$ cat src/rtl/noc_reset_pkg.sv
// ---------------------------------------------------------------------------
// noc_reset_pkg
// Shared types and constants for the NoC reset sequencer.
//   state_e        : sequencer states (HOLD, RELEASE, RUN, DRAIN, ASSERT)
//   DEF_*          : default parameter values
//   cnt_width()    : width of the shared delay counter, sized so the largest
//                    of the three programmable delays fits
// ---------------------------------------------------------------------------
package noc_reset_pkg;

   localparam int DEF_NUM_STAGES    = 4;
   localparam int DEF_STRETCH_CYCLES = 3;
   localparam int DEF_STAGE_GAP     = 2;
   localparam int DEF_DRAIN_TIMEOUT = 64;

   typedef enum logic [2:0] {
      ST_HOLD    = 3'd0,
      ST_RELEASE = 3'd1,
      ST_RUN     = 3'd2,
      ST_DRAIN   = 3'd3,
      ST_ASSERT  = 3'd4
   } state_e;

   function automatic int cnt_width(input int stretch, input int gap, input int timeout);
      int m;
      m = stretch;
      if (gap > m) m = gap;
      if (timeout > m) m = timeout;
      return $clog2(m + 1);
   endfunction

endpackage

$ cat src/rtl/reset_delay_counter.sv
// ---------------------------------------------------------------------------
// reset_delay_counter
// Loadable down-counter that stops at zero instead of wrapping.
//   clk      : clock
//   rst      : synchronous active-high reset, clears the count
//   load     : load load_val this edge (has priority over counting)
//   load_val : value to load
//   zero     : count is currently zero
// ---------------------------------------------------------------------------
module reset_delay_counter #(
   parameter int W = 4
) (
   input  logic         clk,
   input  logic         rst,
   input  logic         load,
   input  logic [W-1:0] load_val,
   output logic         zero
);

   logic [W-1:0] count_q;

   always_ff @(posedge clk) begin
      if (rst) begin
         count_q <= '0;
      end else if (load) begin
         count_q <= load_val;
      end else if (count_q != '0) begin
         count_q <= count_q - 1'b1;
      end
   end

   assign zero = (count_q == '0);

endmodule

$ cat src/rtl/noc_reset_sequencer.sv
// ---------------------------------------------------------------------------
// noc_reset_sequencer
// Releases the NoC per-stage resets one at a time after board reset, and runs
// the software soft-reset cycle (drain, re-assert, replay the release).
//   clk           : system clock
//   rst           : synchronous active-high board reset, overrides everything
//   soft_rst_req  : level request for a soft reset, only looked at in RUN
//   drain_req     : asks the NoC to stop injecting and empty its buffers
//   drain_ack     : NoC reports it is empty
//   soft_rst_ack  : one-cycle pulse on the cycle all stages are re-asserted
//   rst_stage     : per-stage reset, active-high, stage 0 released first
//   rst_done      : all stages released
//   drain_timeout : sticky, the last drain ended by timeout instead of ack
//   state_dbg     : current sequencer state
//
// Drain handshake: drain_req rises on entry to DRAIN and holds until the
// sequencer leaves DRAIN. drain_ack is sampled on every DRAIN edge; the first
// edge that sees it high ends the drain, even if the timeout expires on that
// same edge. Without ack, the drain ends after DRAIN_TIMEOUT edges.
// ---------------------------------------------------------------------------
module noc_reset_sequencer
   import noc_reset_pkg::*;
#(
   parameter int NUM_STAGES     = DEF_NUM_STAGES,
   parameter int STRETCH_CYCLES = DEF_STRETCH_CYCLES,
   parameter int STAGE_GAP      = DEF_STAGE_GAP,
   parameter int DRAIN_TIMEOUT  = DEF_DRAIN_TIMEOUT
) (
   input  logic                  clk,
   input  logic                  rst,
   input  logic                  soft_rst_req,
   output logic                  drain_req,
   input  logic                  drain_ack,
   output logic                  soft_rst_ack,
   output logic [NUM_STAGES-1:0] rst_stage,
   output logic                  rst_done,
   output logic                  drain_timeout,
   output state_e                state_dbg
);

   localparam int CW = cnt_width(STRETCH_CYCLES, STAGE_GAP, DRAIN_TIMEOUT);
   localparam int IW = $clog2(NUM_STAGES + 1);

   // Counter is loaded with N-1 so that it reads zero on the N-th edge after
   // the load edge.
   localparam logic [CW-1:0] LD_STRETCH = CW'(STRETCH_CYCLES - 1);
   localparam logic [CW-1:0] LD_GAP     = CW'(STAGE_GAP - 1);
   localparam logic [CW-1:0] LD_DRAIN   = CW'(DRAIN_TIMEOUT - 1);
   localparam logic [NUM_STAGES-1:0] ALL_ONES = '1;

   state_e                state_q, state_d;
   logic [NUM_STAGES-1:0] stage_q, stage_d;
   logic [IW-1:0]         idx_q, idx_d;
   logic                  done_q, done_d;
   logic                  dreq_q, dreq_d;
   logic                  sack_q, sack_d;
   logic                  tout_q, tout_d;
   // HOLD needs one edge to arm the stretch count when entered from board
   // reset, because the counter comes out of reset at zero.
   logic                  armed_q, armed_d;

   logic                  cnt_load;
   logic [CW-1:0]         cnt_val;
   logic                  cnt_zero;

   reset_delay_counter #(.W(CW)) u_delay (
      .clk      (clk),
      .rst      (rst),
      .load     (cnt_load),
      .load_val (cnt_val),
      .zero     (cnt_zero)
   );

   always_ff @(posedge clk) begin
      if (rst) begin
         state_q <= ST_HOLD;
         stage_q <= ALL_ONES;
         idx_q   <= '0;
         done_q  <= 1'b0;
         dreq_q  <= 1'b0;
         sack_q  <= 1'b0;
         tout_q  <= 1'b0;
         armed_q <= 1'b0;
      end else begin
         state_q <= state_d;
         stage_q <= stage_d;
         idx_q   <= idx_d;
         done_q  <= done_d;
         dreq_q  <= dreq_d;
         sack_q  <= sack_d;
         tout_q  <= tout_d;
         armed_q <= armed_d;
      end
   end

   always_comb begin
      state_d  = state_q;
      stage_d  = stage_q;
      idx_d    = idx_q;
      done_d   = done_q;
      dreq_d   = dreq_q;
      sack_d   = 1'b0;
      tout_d   = tout_q;
      armed_d  = armed_q;
      cnt_load = 1'b0;
      cnt_val  = '0;
      case (state_q)
         ST_HOLD: begin
            if (!armed_q) begin
               cnt_load = 1'b1;
               cnt_val  = LD_STRETCH;
               armed_d  = 1'b1;
            end else if (cnt_zero) begin
               state_d  = ST_RELEASE;
               stage_d  = ALL_ONES << 1;
               idx_d    = IW'(1);
               cnt_load = 1'b1;
               cnt_val  = LD_GAP;
               armed_d  = 1'b0;
            end
         end
         ST_RELEASE: begin
            if (idx_q == IW'(NUM_STAGES)) begin
               state_d = ST_RUN;
               done_d  = 1'b1;
            end else if (cnt_zero) begin
               // Stages below idx+1 are released; the mask only ever shrinks.
               stage_d  = ALL_ONES << (idx_q + 1'b1);
               idx_d    = idx_q + 1'b1;
               cnt_load = 1'b1;
               cnt_val  = LD_GAP;
            end
         end
         ST_RUN: begin
            if (soft_rst_req) begin
               state_d  = ST_DRAIN;
               dreq_d   = 1'b1;
               tout_d   = 1'b0;
               cnt_load = 1'b1;
               cnt_val  = LD_DRAIN;
            end
         end
         ST_DRAIN: begin
            if (drain_ack || cnt_zero) begin
               state_d = ST_ASSERT;
               stage_d = ALL_ONES;
               done_d  = 1'b0;
               dreq_d  = 1'b0;
               sack_d  = 1'b1;
               tout_d  = !drain_ack;
            end
         end
         ST_ASSERT: begin
            // The exit edge is the start of the stretch, so arm here.
            state_d  = ST_HOLD;
            idx_d    = '0;
            armed_d  = 1'b1;
            cnt_load = 1'b1;
            cnt_val  = LD_STRETCH;
         end
         default: begin
            state_d = ST_HOLD;
         end
      endcase
   end

   assign rst_stage     = stage_q;
   assign rst_done      = done_q;
   assign drain_req     = dreq_q;
   assign soft_rst_ack  = sack_q;
   assign drain_timeout = tout_q;
   assign state_dbg     = state_q;

endmodule
$ cat config.mk
export PLATFORM = sky130hd
export DESIGN_NAME = noc_reset_sequencer
export DESIGN_NICKNAME = d
export VERILOG_FILES = /design/src/rtl/noc_reset_pkg.sv /design/src/rtl/reset_delay_counter.sv /design/src/rtl/noc_reset_sequencer.sv
export SDC_FILE = /design/constraint.sdc
export NUM_CORES = 1
export LEC_CHECK = 0
export ABC_AREA = 1
export CORE_ASPECT_RATIO = 0.6
export CORE_MARGIN = 3
export CORE_UTILIZATION = 62
export CTS_BUF_LIST = sky130_fd_sc_hd__clkbuf_4 sky130_fd_sc_hd__clkbuf_8
export CTS_CLUSTER_SIZE = 16
export DETAILED_ROUTE_END_ITERATION = 10
export PLACE_DENSITY = 0.89
export SLEW_MARGIN = 20
export SYNTH_ARGS = -nofsm -noshare
export SYNTH_HDL_FRONTEND = slang
export SYNTH_SLANG_ARGS = --single-unit
$ cat constraint.sdc
create_clock -name clk -period 2.58 [get_ports clk]
set_clock_uncertainty 0.1 [all_clocks]
set_input_delay 0.387 -clock clk [delete_from_list [all_inputs] [get_ports clk]]
set_output_delay 0.387 -clock clk [all_outputs]
set_load 0.01 [all_outputs]
; ---- Word level (Yosys, flattened, before mapping)
; Cells that the tools add are included.
[totals]
regBits = 22
out_inout_bits = 11
[op_classes]
add_sub_neg = 2
n_eq_ne = 12
shift = 1
mux = 39
bitwise = 1
reduce_logical = 17
[op_table]
columns = cell, n
row1 = case mux 6 bit (4 select lines), 1
row2 = two-way mux 3 bit, 7
row3 = two-way mux 4 bit, 5
row4 = two-way mux 1 bit, 14
row5 = two-way mux 7 bit, 2
row6 = "inequality test 2 bit, second input constant", 7
row7 = case mux 3 bit (4 select lines), 1
row8 = case mux 4 bit (3 select lines), 1
row9 = AND reduction 5 bit, 2
row10 = case mux 3 bit (3 select lines), 1
row11 = case mux 1 bit (2 select lines), 4
row12 = nonzero test 2 bit, 4
row13 = logical NOT 7 bit, 1
row14 = nonzero test 7 bit, 1
row15 = "subtractor 7 x 1 -> 7 bit, second input constant", 1
row16 = "== test 3 x 2 -> 1 bit, second input constant", 2
row17 = "== test 3 bit, second input constant", 2
row18 = two-way mux 6 bit, 1
row19 = AND reduction 3 bit, 2
row20 = AND reduction 6 bit, 1
row21 = nonzero test 3 bit, 2
row22 = case mux 1 bit (4 select lines), 1
row23 = "<< shifter 4 x 3 -> 4 bit, first input constant", 1
row24 = "adder 3 x 1 -> 3 bit, second input constant", 1
row25 = other kinds (7), 7

; ---- Depth between registers and ports, before layout
; Gate-level depths: netlist of run 1.
[logic_depth]
depth_word = 5
depth_mapped = 12
depth_no_buf = 12

; ---- Cells and area by module
; From an unflattened synthesis of run 1, not the netlist that was laid out.
[hier_totals]
hier_cells = 198
hier_area_um2 = 1427.6
[modules_own_cells]
columns = module, n_inst, cells_per_inst, area_each_um2
row1 = noc_reset_sequencer, 1, 131, 897.1
row2 = reset_delay_counter, 1, 67, 530.5

; ---- Worst setup path after synthesis of run 1
; Ideal clock, no wire load.
[synth_path]
kind = register to register
startpoint = register idx_q[0]
endpoint = register idx_q[0]
setup_time_ps = 113
arrival_ps = 1276
t_required_ps = 2367
path_slack_ps = 1091
path_stages_with_launch = 13
n_path_buf = 0
cell_sequence = dfxtp_1 -> inv_1 -> ha_1 -> nand2_1 -> inv_1 -> nor2_1 -> nand2_2 -> nand2_1 -> nand2_2 -> clkinv_2 -> nand2_1 -> nand2_1 -> nor2_1
[synth_via]
elab_chain_len = 4
word_cells_on_any_way = 7
[synth_lines]
columns = item, line
row1 = "start, declared", noc_reset_sequencer.sv:53  ; logic [IW-1:0] idx_q, idx_d;
row2 = "start signal, assigned", noc_reset_sequencer.sv:87  ; idx_q <= idx_d;
row3 = adder 3 x 1 -> 3 bit, noc_reset_sequencer.sv:129  ; idx_d = idx_q + 1'b1;
row4 = two-way mux 3 bit, noc_reset_sequencer.sv:126  ; end else if (cnt_zero) begin
row5 = two-way mux 3 bit, noc_reset_sequencer.sv:123  ; if (idx_q == IW'(NUM_STAGES)) begin
row6 = case mux 3 bit (3 select lines), noc_reset_sequencer.sv:107  ; case (state_q)
; Several ways; a longest one is shown, not always the timed one. The select of a mux whose other input is x is not followed.
; A chain may end at the register's enable or synchronous reset.

; ---- Final worst setup path of run 1
[layout_path]
startpoint = register state_q[2], in the netlist state_dbg[2]
endpoint = output state_dbg[2]
[layout_rtl]
columns = item, line
row1 = "start, declared", noc_reset_sequencer.sv:51  ; state_e state_q, state_d;
row2 = "start signal, assigned", noc_reset_sequencer.sv:85  ; state_q <= state_d;
row3 = "end, declared", noc_reset_sequencer.sv:38  ; output state_e state_dbg
; No word-level cell between the ends.

==> run_results.csv, run 1 <==
group,metric,value,unit
run_status,status,"completed",
critical_path,worstPathRequired,2.09,ns
drt,routed.top_layer,"met4",
critical_path,r2r-start,"u_delay.count_q[0]",
place,place_hpwl,2560,um
critical_path,critical_path_buf_inv_count,1,
drt,wl_met1,1400,um
hold_path,min_from,"rst_done",
synthesis,ys_seq_area_share,32.7,%
synthesis,synth_seq_cells,22,
die,dieArea,2780,um^2
finish,drive_above_1_share,15.2,%
synthesis,syn_area_per_cell,6.97,um^2
synthesis,yosys.area.top_type_share,32.7,%
critical_path,cpPeakStageDelay,0.60,ns
sta,setup_violations,0,
clock_tree,htreeDepth,1,
clock_tree,cts_setup_buffers,0,
finish,syn_to_final_growth,15.4,%
drt,first_iter_violations,159,
clock_tree,clkLatencyLatePin,0.31,ns
drt,dr_wl_met2,1400,um
die,die_y,42.1,um
global_routing,grt_max_degree,13,
clock_tree,holdBufCountCts,0,
synthesis,yosysWarnings,0,
critical_path,slowest_stage,"clkdlybuf4s50_1",
critical_path,crit_start,"state_dbg[2]",
sta,fin_crit_sh,75.4,%
finish,nets,221,
pwr,ir_worst_vdd,0.000686,V
synthesis,ys_top_cells_by_area,"dfxtp_1 (33%), nand2_1 (10%), nor2_1 (9.8%)",
critical_path,critPathMaxFanout,7,
pwr,leakagePower,0.000723,uW
synthesis,yosysTopAreaCell,"dfxtp_1",
sta,rsz0062_at_grt,"false",
sta,finalSetupTns,0,ns
drt,vias,1327,
place,dpl_worst_slack,0.796,ns
critical_path,start_kind,"register",
finish,design_area,1550,um^2
die,ioPinCount,15,
sta,final-max-slew-violation-count,0,
hold_path,hp-class,"reg2reg",
synthesis,synth_area,1350,um^2
finish,diodes,0,
clock_tree,clock_sinks,22,
finish,ff_latch_area,440,um^2
pwr,p_per_area,1290,nW/um^2
drt,viasPerCell,5.58,
die,die_x,66.1,um
finish,multi_input_area,791,um^2
flow_run,maxCapViolCount,0,
finish,fin_util,79.6,%
global_routing,grt_overflow_total,0,
global_routing,antenna_found_initial,0,
drt,drtPass1Iterations,8,
sta,min_period,1.94,ns
sta,fin_ws,0.635,ns
global_routing,grt_pass1_vias,1175,
die,fp.coreArea,1950,um^2
die,initial_utilization,68.9,%
sta,fmax,514,MHz
place,placed_area,1520,um^2
pwr,p_total,2000,uW
drt,wl_met3,339,um
drt,wirelength,3190,um
synthesis,synth_cell_type_count,31,
finish,fill_cells,134,
clock_tree,clockRootBuffer,"clkbuf_4",
clock_tree,clkTransAtPathRegs,0.11,ns
drt,routedWlPerCell,13.4,um
clock_tree,cts_tree,"yes",
global_routing,grt_pass1_wl,5290,um
clock_tree,clockBufferDepth,2,
critical_path,critPathKind,"reg2out",
clock_tree,post_cts_resized,0,
place,gp_congestion,0.877,
global_routing,grt_usage,24.6,%
sta,final_hold_viol_count,0,
clock_tree,cts_buffers,3,
critical_path,cp-end-kind,"primary output",
drt,ant_nets,0,
sta,tightest_slew,0.373,ns
synthesis,synth_nets,203,
critical_path,arrival,1.46,ns
place,port_buffers,14,
drt,drc_errors,0,
synthesis,syn_inst,193,
die,rows,12,
critical_path,cp_top_family,"buffers and inverters",
critical_path,crit_chain,"clkdlybuf4s50_1",
sta,slew_headroom,75.1,%
## registers in the layout (all words and copies together) (netlist names)
name and count:
u_delay.count_q 7, rst_stage 4, idx_q 3, state_dbg 3, armed_q 1, drain_req 1, drain_timeout 1, rst_done 1
soft_rst_ack 1
## final timing paths
kind                  end  slack, ns  depth (start not counted)
max          state_dbg[2]       0.64                          1
min              rst_done       0.37                          2
max reg2reg  state_dbg[0]       0.82                          9
min reg2reg      rst_done       0.37                          2
## Yosys cell counts
cell / number
nand2_1: 37
nor2_1: 35
dfxtp_1: 22
inv_1: 21
nand3_1: 13
nand2_2: 7
nand4_1: 7
a21oi_1: 6
ha_1: 6
o21ai_0: 5
nand3_2: 4
nor2_4: 4
inv_2: 3
nor3_1: 3
xnor2_1: 3
clkbuf_1: 2
a211oi_1: 1
a21oi_2: 1
a31oi_1: 1
buf_6: 1
clkinv_2: 1
nand2_4: 1
nand3b_1: 1
nand4_2: 1
nor2_2: 1
nor3_2: 1
o211ai_1: 1
o21ai_2: 1
o21bai_1: 1
or2_4: 1
xor2_1: 1
## per-stage QoR
stage          instances  hold slack [ns]
6_report             238            0.366
5_1_grt              238            0.381
4_1_cts              238            0.373
3_5_place_dp         234            0.344
3_3_place_gp         234            0.336
2_1_floorplan        193            0.361
## final cells by class
class / instances / share of cell area [%]
inverter: 25 / 6.12
tap: 28 / 2.26
sequential: 22 / 28.4
clock buffer: 4 / 2.34
multi-input combinational: 143 / 50.9
timing repair buffer: 16 / 9.99
## metal layers
| metal | track usage, % | vias to the layer above |
|---|---|---|
| li1 | - | 648 |
| met1 | 34.3 | 597 |
| met2 | 37.3 | 74 |
| met3 | 6.17 | 8 |
| met4 | 7.29 | 0 |
| met5 | 0 | - |
## power by group
part / leakage, uW / switching (uW) / internal (uW) / total (uW)
Sequential: 0.000181 / 93.6 / 440 / 534
Combinational: 0.000521 / 811 / 463 / 1270
Clock: 0.0000210 / 103 / 86.4 / 190
Total: 0.000723 / 1010 / 989 / 2000
## cells in the final DEF, fill, tap and decap left out, drive strengths merged
cell,Yosys,final
xnor2,3,3
nor3,4,4
inv,24,24
dfxtp,22,22
or2,1,1
o211ai,1,1
buf,1,2
nand3b,1,1
xor2,1,1
a21oi,7,7
a211oi,1,1
clkinv,1,1
clkdlybuf4s50,0,14
nor2,40,40
nand4,8,8
o21ai,6,6
nand2,45,45
o21bai,1,1
nand3,17,17
clkbuf,2,4
a31oi,1,1
ha,6,6
## cells by family (layout without fill, tap and decap cells)
kind of cell    after synthesis  in the layout  share of synthesized area [%]
simple gates                116            116                           43.1
fa+ha+maj                     6              6                           5.58
compound gates               17             17                           7.54
xor+xnor                      4              4                           2.61
buf+inv                      28             45                           8.47
flops                        22             22                           32.7
(Power assumes the default switching activity.)
==> inputs of run 2 (changes only) <==
Settings changed: CORE_UTILIZATION 62 to 58, PLACE_DENSITY 0.89 to 0.84.
Clock period 2.58 ns to 1.99 ns, I/O delays scaled along.
==> run_results.csv, run 2 (synthesis gave the netlist of run 1 again) <==
group,metric,value,unit
critical_path,critPathMaxFanout,7,
pwr,leakagePower,0.000730,uW
pwr,power_frac_clock,11.8,%
critical_path,timing.reg2reg.setup_slack,0.22,ns
place,port_buffers,14,
global_routing,grt_pass1_vias,1152,
drt,ant_nets,0,
clock_tree,holdBufCountCts,0,
critical_path,slowest_stage,"clkdlybuf4s50_1",
die,ioPinCount,15,
critical_path,crit_start,"state_dbg[2]",
hold_path,min_path_cells,2,
critical_path,endpoint,"state_dbg[2]",
finish,nets,221,
clock_tree,clock_sinks,22,
drt,routedWlPerCell,13.0,um
drt,drc_errors,0,
finish,syn_to_final_growth,16.8,%
clock_tree,cts_buffers,3,
finish,design_area,1570,um^2
critical_path,cpPeakStageDelay,0.60,ns
sta,finalSetupTns,0,ns
pwr,swShare,49.0,%
critical_path,crit_cells,1,
global_routing,antenna_found_initial,0,
clock_tree,clockRootBuffer,"clkbuf_8",
die,die_x,68.2,um
drt,viasPerCell,5.48,
sta,slew_headroom,72.9,%
die,die_y,43.3,um
place,gp_congestion,0.900,
sta,fin_ws,0.209,ns
critical_path,critPathKind,"reg2out",
clock_tree,htreeDepth,1,
drt,wirelength,3100,um
sta,tightest_slew,0.406,ns
finish,mostFrequentLayoutCell,"nand2_1",
sta,final_hold_viol_count,0,
finish,largest_reg_flops,7,
global_routing,grt_pass1_wl,5360,um
sta,fmax,562,MHz
critical_path,cp-end-kind,"primary output",
pwr,intPower,1350,uW
global_routing,grt_max_degree,13,
sta,final-max-slew-violation-count,0,
hold_path,hp-class,"reg2reg",
pwr,net-switching-power,1300,uW
critical_path,crit_chain,"clkdlybuf4s50_1",
sta,rsz0062_at_grt,"false",
finish,diodes,0,
critical_path,worstPathRequired,1.59,ns
clock_tree,cts_tree,"yes",
drt,drtPass1Iterations,4,
pwr,ir_worst_vdd,0.000888,V
clock_tree,clkLatencyLatePin,0.26,ns
run_status,status,"completed",
flow_run,maxCapViolCount,0,
critical_path,arrival,1.38,ns
critical_path,reg2regPathDepth,9,
finish,drive_above_1_share,15.2,%
finish,fill_cells,153,
sta,setup_violations,0,
clock_tree,clkTransAtPathRegs,0.07,ns
drt,first_iter_violations,99,
pwr,p_per_area,1680,nW/um^2
clock_tree,cts_setup_buffers,0,
critical_path,cp_top_family,"buffers and inverters",
pwr,comb_power_share,62.3,%
place,placed_area,1520,um^2
global_routing,grt_overflow_total,0,
die,rows,12,
critical_path,start_kind,"register",
die,fp.coreArea,2010,um^2
global_routing,grt_usage,24.1,%
die,dieArea,2950,um^2
drt,vias,1305,
finish,regMostFlops,"u_delay.count_q",
clock_tree,post_cts_resized,0,
critical_path,timing.rr.end,"state_dbg[0]",
clock_tree,clockBufferDepth,2,
critical_path,r2r-start,"u_delay.count_q[0]",
pwr,sequentialPowerShare,25.9,%
critical_path,critical_path_buf_inv_count,1,
die,initial_utilization,66.9,%
finish,final_cell_mix,"nand2_1 (37), nor2_1 (35), dfxtp_1 (22)",
sta,fin_crit_sh,89.5,%
place,dpl_worst_slack,0.304,ns
sta,min_period,1.78,ns
place,place_hpwl,2360,um
[run 2: cell count changes in the layout (fill, tap and decap cells not counted)]
cell,change
clkbuf_4,-3
clkbuf_8,+3
[run 2: final cells by class]
class / instances / area, um^2 / area share (%)
multi-input cells: 143 / 791 / 50.3
flip-flops and latches: 22 / 440 / 28.0
clock buffers: 4 / 55.1 / 3.50
repair buffers: 16 / 155 / 9.87
well taps: 28 / 35.0 / 2.23
inverters: 25 / 95.1 / 6.05
[run 2: worst min path at each step]
stage               startpoint        to  slack (ns)
floorplan              armed_q   armed_q        0.36
global placement      rst_done  rst_done        0.33
detailed placement    rst_done  rst_done        0.34
CTS                   rst_done  rst_done        0.35
global route          rst_done  rst_done        0.36
finish                rst_done  rst_done        0.35
[run 2: power groups by stage]
stage               Combinational [uW]  Sequential (uW)  Clock [uW]
floorplan                         1210              693           0
global placement                  1540              685           0
detailed placement                1590              691           0
CTS                               1610              682         317
global route                      1840              701         341
finish                            1650              685         312
[run 2: per-layer routing]
metal / global-route usage (%) / vias to the layer above / part of all wire [%]
li1: - / 650 / -
met1: 38.7 / 573 / 49
met2: 32.0 / 78 / 38
met3: 5.56 / 4 / 12
met4: 4.74 / 0 / 0.68
met5: 0 / - / 0
[run 2: stage by stage]
stage	power, uW	cells	hold WS [ns]	util, %
floorplan	1910	193	0.361	-
global placement	2220	234	0.332	75.4
detailed placement	2280	234	0.342	75.4
CTS	2610	238	0.353	78.1
global route	2880	238	0.358	78.1
finish	2650	238	0.351	78.1
==> inputs of run 3 (changes only) <==
Settings changed: CAP_MARGIN set to 20.
==> results of run 3 <==
Final layout, timing and power as in run 2 (identical DEF).
